==> src/rtl/adder_share_arb_pkg.sv <==
// Shared types and default sizing for the adder_share_arb block and its datapath.
package adder_share_arb_pkg;
  localparam int DEF_WIDTH       = 16;
  localparam int DEF_APPROX_BITS = 8;

  typedef enum logic [1:0] {
    IDLE = 2'd0,
    CALC = 2'd1,
    HOLD = 2'd2
  } state_t;
endpackage

==> src/rtl/adder_share_arb_adder.sv <==
// Ripple-carry adder: the low APPROX_BITS cells are approximate, the rest exact full adders.
module approx_rc_adder
  import adder_share_arb_pkg::*;
#(
  parameter int WIDTH       = DEF_WIDTH,
  parameter int APPROX_BITS = DEF_APPROX_BITS
) (
  input  logic [WIDTH-1:0] a,
  input  logic [WIDTH-1:0] b,
  output logic [WIDTH:0]   sum
);
  logic [WIDTH:0] c;

  assign c[0] = 1'b0;

  for (genvar i = 0; i < WIDTH; i++) begin : g_cell
    if (i < APPROX_BITS) begin : g_apx
      // Carry is simply forwarded from a, breaking the carry chain in the low bits.
      assign sum[i]   = (~a[i] & (b[i] | c[i])) | (a[i] & b[i] & c[i]);
      assign c[i+1]   = a[i];
    end else begin : g_exact
      assign sum[i]   = a[i] ^ b[i] ^ c[i];
      assign c[i+1]   = (a[i] & b[i]) | (a[i] & c[i]) | (b[i] & c[i]);
    end
  end

  assign sum[WIDTH] = c[WIDTH];
endmodule

==> src/rtl/adder_share_arb.sv <==
// Two requesters share one approximate adder through a round-robin arbiter.
// Define ADDER_ERR_STAT_EN to add squared-error accumulation (err_acc) and an op counter (op_cnt).
module adder_share_arb
  import adder_share_arb_pkg::*;
#(
  parameter int WIDTH       = DEF_WIDTH,
  parameter int APPROX_BITS = DEF_APPROX_BITS
) (
  input  logic             clk,
  input  logic             rst,
  input  logic             req0_valid,
  input  logic             req1_valid,
  output logic             req0_ready,
  output logic             req1_ready,
  input  logic [WIDTH-1:0] req0_a,
  input  logic [WIDTH-1:0] req0_b,
  input  logic [WIDTH-1:0] req1_a,
  input  logic [WIDTH-1:0] req1_b,
  output logic             out_valid,
  input  logic             out_ready,
  output logic [WIDTH:0]   out_sum,
  output logic             out_id,
`ifdef ADDER_ERR_STAT_EN
  output logic [39:0]      err_acc,
  output logic [15:0]      op_cnt,
`endif
  output state_t           dbg_state
);
  // Handshake: a transfer happens on a rising edge where valid and ready are both 1;
  // readies are only raised in IDLE, out_valid is held with stable data until out_ready.
  state_t           state;
  logic             ptr;
  logic             id_q;
  logic [WIDTH-1:0] a_q, b_q;
  logic [WIDTH:0]   apx_sum;
  logic             any_valid, win_id, idle_ok, accept;

  assign any_valid  = req0_valid | req1_valid;
  assign win_id     = (req0_valid & req1_valid) ? ptr : req1_valid;
  assign idle_ok    = (state == IDLE) & ~rst;
  assign accept     = idle_ok & any_valid;
  assign req0_ready = accept & ~win_id;
  assign req1_ready = accept & win_id;
  assign dbg_state  = state;

  approx_rc_adder #(
    .WIDTH      (WIDTH),
    .APPROX_BITS(APPROX_BITS)
  ) u_adder (
    .a  (a_q),
    .b  (b_q),
    .sum(apx_sum)
  );

  always_ff @(posedge clk) begin
    if (rst) begin
      state     <= IDLE;
      ptr       <= 1'b0;
      id_q      <= 1'b0;
      a_q       <= '0;
      b_q       <= '0;
      out_valid <= 1'b0;
      out_sum   <= '0;
      out_id    <= 1'b0;
    end else begin
      case (state)
        IDLE: begin
          if (accept) begin
            a_q   <= win_id ? req1_a : req0_a;
            b_q   <= win_id ? req1_b : req0_b;
            id_q  <= win_id;
            ptr   <= ~win_id;
            state <= CALC;
          end
        end
        CALC: begin
          out_sum   <= apx_sum;
          out_id    <= id_q;
          out_valid <= 1'b1;
          state     <= HOLD;
        end
        HOLD: begin
          if (out_ready) begin
            out_valid <= 1'b0;
            state     <= IDLE;
          end
        end
        default: state <= IDLE;
      endcase
    end
  end

`ifdef ADDER_ERR_STAT_EN
  localparam int SQW = 2 * (WIDTH + 1);
  localparam int SW  = (SQW > 40) ? SQW : 40;

  logic [WIDTH:0] exact_sum, abs_err;
  logic [SQW-1:0] sq_err;
  logic [SW:0]    acc_next;

  assign exact_sum = {1'b0, a_q} + {1'b0, b_q};
  assign abs_err   = (apx_sum >= exact_sum) ? (apx_sum - exact_sum) : (exact_sum - apx_sum);
  assign sq_err    = SQW'(abs_err) * SQW'(abs_err);
  assign acc_next  = (SW+1)'(err_acc) + (SW+1)'(sq_err);

  always_ff @(posedge clk) begin
    if (rst) begin
      err_acc <= '0;
      op_cnt  <= '0;
    end else if (state == CALC) begin
      err_acc <= (|acc_next[SW:40]) ? '1 : acc_next[39:0];
      op_cnt  <= op_cnt + 16'd1;
    end
  end
`endif
endmodule

==> config.mk <==
export PLATFORM = sky130hd
export DESIGN_NAME = adder_share_arb
export DESIGN_NICKNAME = d
export VERILOG_FILES = /design/src/rtl/adder_share_arb_pkg.sv /design/src/rtl/adder_share_arb_adder.sv /design/src/rtl/adder_share_arb.sv
export SDC_FILE = /design/constraint.sdc
export NUM_CORES = 1
export LEC_CHECK = 0
export BUFFER_PORTS_ARGS = -buffer_cell sky130_fd_sc_hd__buf_2
export CORE_ASPECT_RATIO = 0.7
export CORE_MARGIN = 2
export CORE_UTILIZATION = 35
export DETAILED_ROUTE_END_ITERATION = 8
export GPL_TIMING_DRIVEN = 0
export HOLD_SLACK_MARGIN = 0.02
export SLEW_MARGIN = 20
export SYNTH_ARGS = -nofsm -noshare
export SYNTH_HDL_FRONTEND = slang
export SYNTH_SLANG_ARGS = --single-unit
export TNS_END_PERCENT = 10
==> constraint.sdc <==
create_clock -name clk -period 9.8 [get_ports clk]
set_input_delay 2.45 -clock clk [delete_from_list [all_inputs] [get_ports clk]]
set_output_delay 2.45 -clock clk [all_outputs]
set_load 0.01 [all_outputs]
Yosys cells after proc, flatten, opt, wreduce, memory -nomap -nowiden:

Cells that the tools add are included.

* flip-flop bits (word level): 55
* bits of input ports: 69
* output and inout bits: 23
* word-level logic and storage cells: 133

* eq/ne operators: 4
* muxes and demuxes: 8
* bitwise gates (word level): 108
* reductions and logical operators: 5

Operators with widths (count)
* bitwise AND 1 bit: 51
* two-way mux 16 bit: 2
* OR 1 bit: 31
* bitwise XOR 1 bit: 16
* inverter 1 bit: 10
* case mux 2 bit (3 select lines): 1
* AND reduction 2 bit: 3
* two-way mux 2 bit: 2
* != test 2 bit, second input constant: 2
* == test 2 x 1 -> 1 bit, second input constant: 1
* == test 2 bit, second input constant: 1
* zero test 2 bit: 1
* two-way mux 1 bit: 2
* case mux 1 bit (2 select lines): 1
* nonzero test 2 bit: 1

Longest topological paths before layout:

* depth in word-level cells: 24
* mapped depth: 12
* gate-level depth less buffers: 12

Cells and area by module:

Synthesis repeated with hierarchy kept, for this count alone.

* cell total of the unflattened synthesis: 325
* area, all modules: 3012.9 um^2

By module, submodules not included
* adder_share_arb: times used 1, cells each 293, area an instance 2707.6 um^2, seq. area each 1101.1 um^2
* approx_rc_adder: times used 1, cells each 32, area an instance 305.3 um^2, seq. area each 0.0 um^2

Least setup slack after synthesis:

No wires, ideal clock.

* kind: input port to output port
* start point: input rst
* end point: output req1_ready
* arrival: 3260 ps
* required time: 7350 ps
* slack: 4090 ps
* stages on the path: 5
* buffers on the path: 2
* path through: buf_6 > nor3_4 > buf_6 > nand3b_1 > inv_1

* longest elaborated chain between the ends: 4

Ends and longest elaborated chain
* start: declaration: line adder_share_arb.sv:10 `input logic rst,`
* inverter 1 bit: line adder_share_arb.sv:40 `assign idle_ok = (state == IDLE) & ~rst;`
* bitwise AND 1 bit: line adder_share_arb.sv:40
* bitwise AND 1 bit: line adder_share_arb.sv:41 `assign accept = idle_ok & any_valid;`
* bitwise AND 1 bit: line adder_share_arb.sv:43 `assign req1_ready = accept & win_id;`
* end: declaration: line adder_share_arb.sv:14 `output logic req1_ready,`

No other way between the ends.

Final worst setup path:

* start point: input req1_valid
* end point: output req0_ready

* longest elaborated chain between the ends: 4

Ends and longest elaborated chain
* start: declaration: line adder_share_arb.sv:12 `input logic req1_valid,`
* bitwise AND 1 bit: line adder_share_arb.sv:39 `assign win_id = (req0_valid & req1_valid) ? ptr : req1_valid;`
* two-way mux 1 bit: line adder_share_arb.sv:39
* inverter 1 bit: line adder_share_arb.sv:42 `assign req0_ready = accept & ~win_id;`
* bitwise AND 1 bit (*): line adder_share_arb.sv:42
* end: declaration: line adder_share_arb.sv:13 `output logic req0_ready,`

Every way passes the cells marked *; elsewhere a longest branch is shown, timed or not.

==> metrics.cfg <==
[run_status]
outcome=complete, no violations

[die]
die_area_um2=9250
core.rowCount=28
die_width_um=114
core_um2=8340
ioPinCount=92
chipHeight_um=81.1
initial_core_util=0.356

[clock_tree]
cts.sink_count=55
cts_hold_repair.buffers=0
cts_max_level=2
cts_tree=yes
clock_tree.root_cell=sky130_fd_sc_hd__clkbuf_16
insertion_delay_ps=290
clockBufferDepth=2
cts_buffers=5
clkSlewWorstSetupHoldPaths_ps=70
post_cts.repair.setup_buffers=0
post_cts_resized=0

[sta]
final_max_slew_viol_count=0
layout_min_cycle_time_ps=6030
clock-skew-final_ps=5.03
rsz_0062_raised_after_global_routing=no
final.setup.tns_ps=0
timing.final.crit_share=0.615
hold_ws_ps=452
upper_clock_frequency_limit_ghz=0.166
worst-slew-pin-transition_ps=740
hold_viol=0
final_critical_path_setup_slack_ps=3770
timing.final.setup_violations=0
timing.slew.headroom=0.507

[place]
placed_area_um2=3550
dp.final_hpwl_um=6490
dpl_worst_slack_ps=3770
buffers_on_ports=89
placedCellCount=507
gp_congestion=0.869

[power]
design_power_total_uw=597
total_switching_power_uw=179
power_frac_comb=0.239
p_leak_nw=1.42
p_int_uw=418
vdd_drop_max_mv=0.0918
power_density_normalized_to_cell_area_nw_per_um2=161
clkPwrFrac=0.320
sw_frac_of_total=0.301
power.sequential.fraction=0.440

[yosys]
netlist_instances=313
synth.yosys.seq_area_share=0.371
synth_area_leaders=sky130_fd_sc_hd__dfxtp_1, sky130_fd_sc_hd__a311oi_2, sky130_fd_sc_hd__nand3b_1, sky130_fd_sc_hd__a21oi_1, sky130_fd_sc_hd__o21ai_0
yosysWarningCount=0
synth.top_cell.area_share=0.371
synth_cell_types=26
synth_largest_area_cell=sky130_fd_sc_hd__dfxtp_1
syn-cell-area_um2=2970
synth_fp_nets=390
synth-seq-cells=55
avgSynthCellArea_um2=9.49

[drt]
vias=2700
dr.first_iter.drc_count=110
ant_nets=0
drt_drc_violations_left=0
wl_per_cell_um=16.3
drt_first_pass_iters=4
drt_wl_total_um=8400
vias_per_cell=5.24

[final_layout]
num-nets-final=486
num_antenna_cells=0
mostFrequentLayoutCell=sky130_fd_sc_hd__buf_2
areaGrowthSynthToFinish_pct=24.8
layout_common_cells=sky130_fd_sc_hd__buf_2, sky130_fd_sc_hd__dfxtp_1, sky130_fd_sc_hd__a21oi_1
number_of_non_filler_instances_in_the_completed_layout=515
utilization=0.444
final_layout_size_suffix_gt1_frac=0.356
final_design_area_no_fill_um2=3710

[grt]
grt_pass1_vias=2563
grt_first_pass_wirelength_um=12900
antenna_found_initial=0
grt_remaining_overflow=0
grt_util_all_layers=0.183
grt_max_degree=17

[worst_setup_path]
worst-endpoint-arrival_ps=3580
worstPathMaxFanout=10
timing.critical_path.slowest_stage_cell=sky130_fd_sc_hd__clkbuf_1
crit_path_cell_trace=buf_2 -> inv_1 -> clkbuf_1 -> nor2_1 -> nor2_1 -> buf_2
cp_data_required_time_ps=7350
crit_path_launch_type=primary input
worst-path-buf-inv=4
critical-path-max-stage-delay_ps=370
setup.worst_path.end_class=output port
crit_family=buffers and inverters
setup.worst_path.class=primary input to output port

[job]
cap_viol_max_count=0

[worst_hold_path]
hold_path_class=register to register

## final cells by class
cell class	count	area, um^2
Buffer	33	208
Clock buffer	7	153
Clock inverter	1	7.51
Fill cell	854	4630
Inverter	12	47.5
Multi-Input combinational cell	213	1610
Sequential cell	55	1100
Tap cell	105	131
Timing Repair Buffer	89	445
## per-layer routing
metal	vias to the layer above	track usage	share of wire
li1	1343	-	-
met1	1248	0.266	0.50
met2	92	0.271	0.42
met3	17	0.0336	0.058
met4	0	0.0634	0.022
met5	-	0	0
## cell usage after synthesis (all sizes together)
cell type and instances:
inv 12, or2 1, nand2 16, buf 15, and2b 1, nor2 15
a21bo 1, nor3 1, nor2b 1, clkbuf 18, a21oi 50, dfxtp 55
o21ai 35, a211oi 12, o21bai 5, nand3b 34, fa 8, a311oi 32
nand2b 1
## flip-flops by register name, summed over array words and instances, names as in the netlist
| register | flops |
|---|---|
| a_q | 16 |
| out_valid | 1 |
| out_sum | 17 |
| b_q | 16 |
| out_id | 1 |
| dbg_state | 2 |
| ptr | 1 |
| id_q | 1 |
## worst paths after layout
kind | start | to | slack [ps] | cells after the start
worst min-delay path | out_id | out_id | 450 | 2
worst min register to register | out_id | out_id | 450 | 2
worst max register to register | a_q[7] | out_sum[15] | 5980 | 12
worst max-delay path | req1_valid | req0_ready | 3770 | 6
## worst min-delay path: cells and delay by family, from the launching register on
family	cells	cell delay [ps]
flops	1	310
compound gates	1	50
simple gates	1	50
## cells by family after synthesis
family / count (synthesis) / synth area share
flip-flops: 55 / 0.371
adder cells (fa/ha/maj): 8 / 0.0539
buffers and inverters: 45 / 0.0860
AND/OR/NAND/NOR: 70 / 0.145
AO/OA/AOI/OAI: 135 / 0.345
## power by group through the flow
stage	combinational (mW)	clock (mW)	sequential (mW)
after floorplan	0.0940	0	0.266
after global placement	0.141	0	0.268
after detailed placement	0.143	0	0.268
after CTS	0.143	0.193	0.263
after global routing	0.159	0.203	0.266
final	0.143	0.191	0.263
No activity file was read; power rests on OpenSTA's default activity.
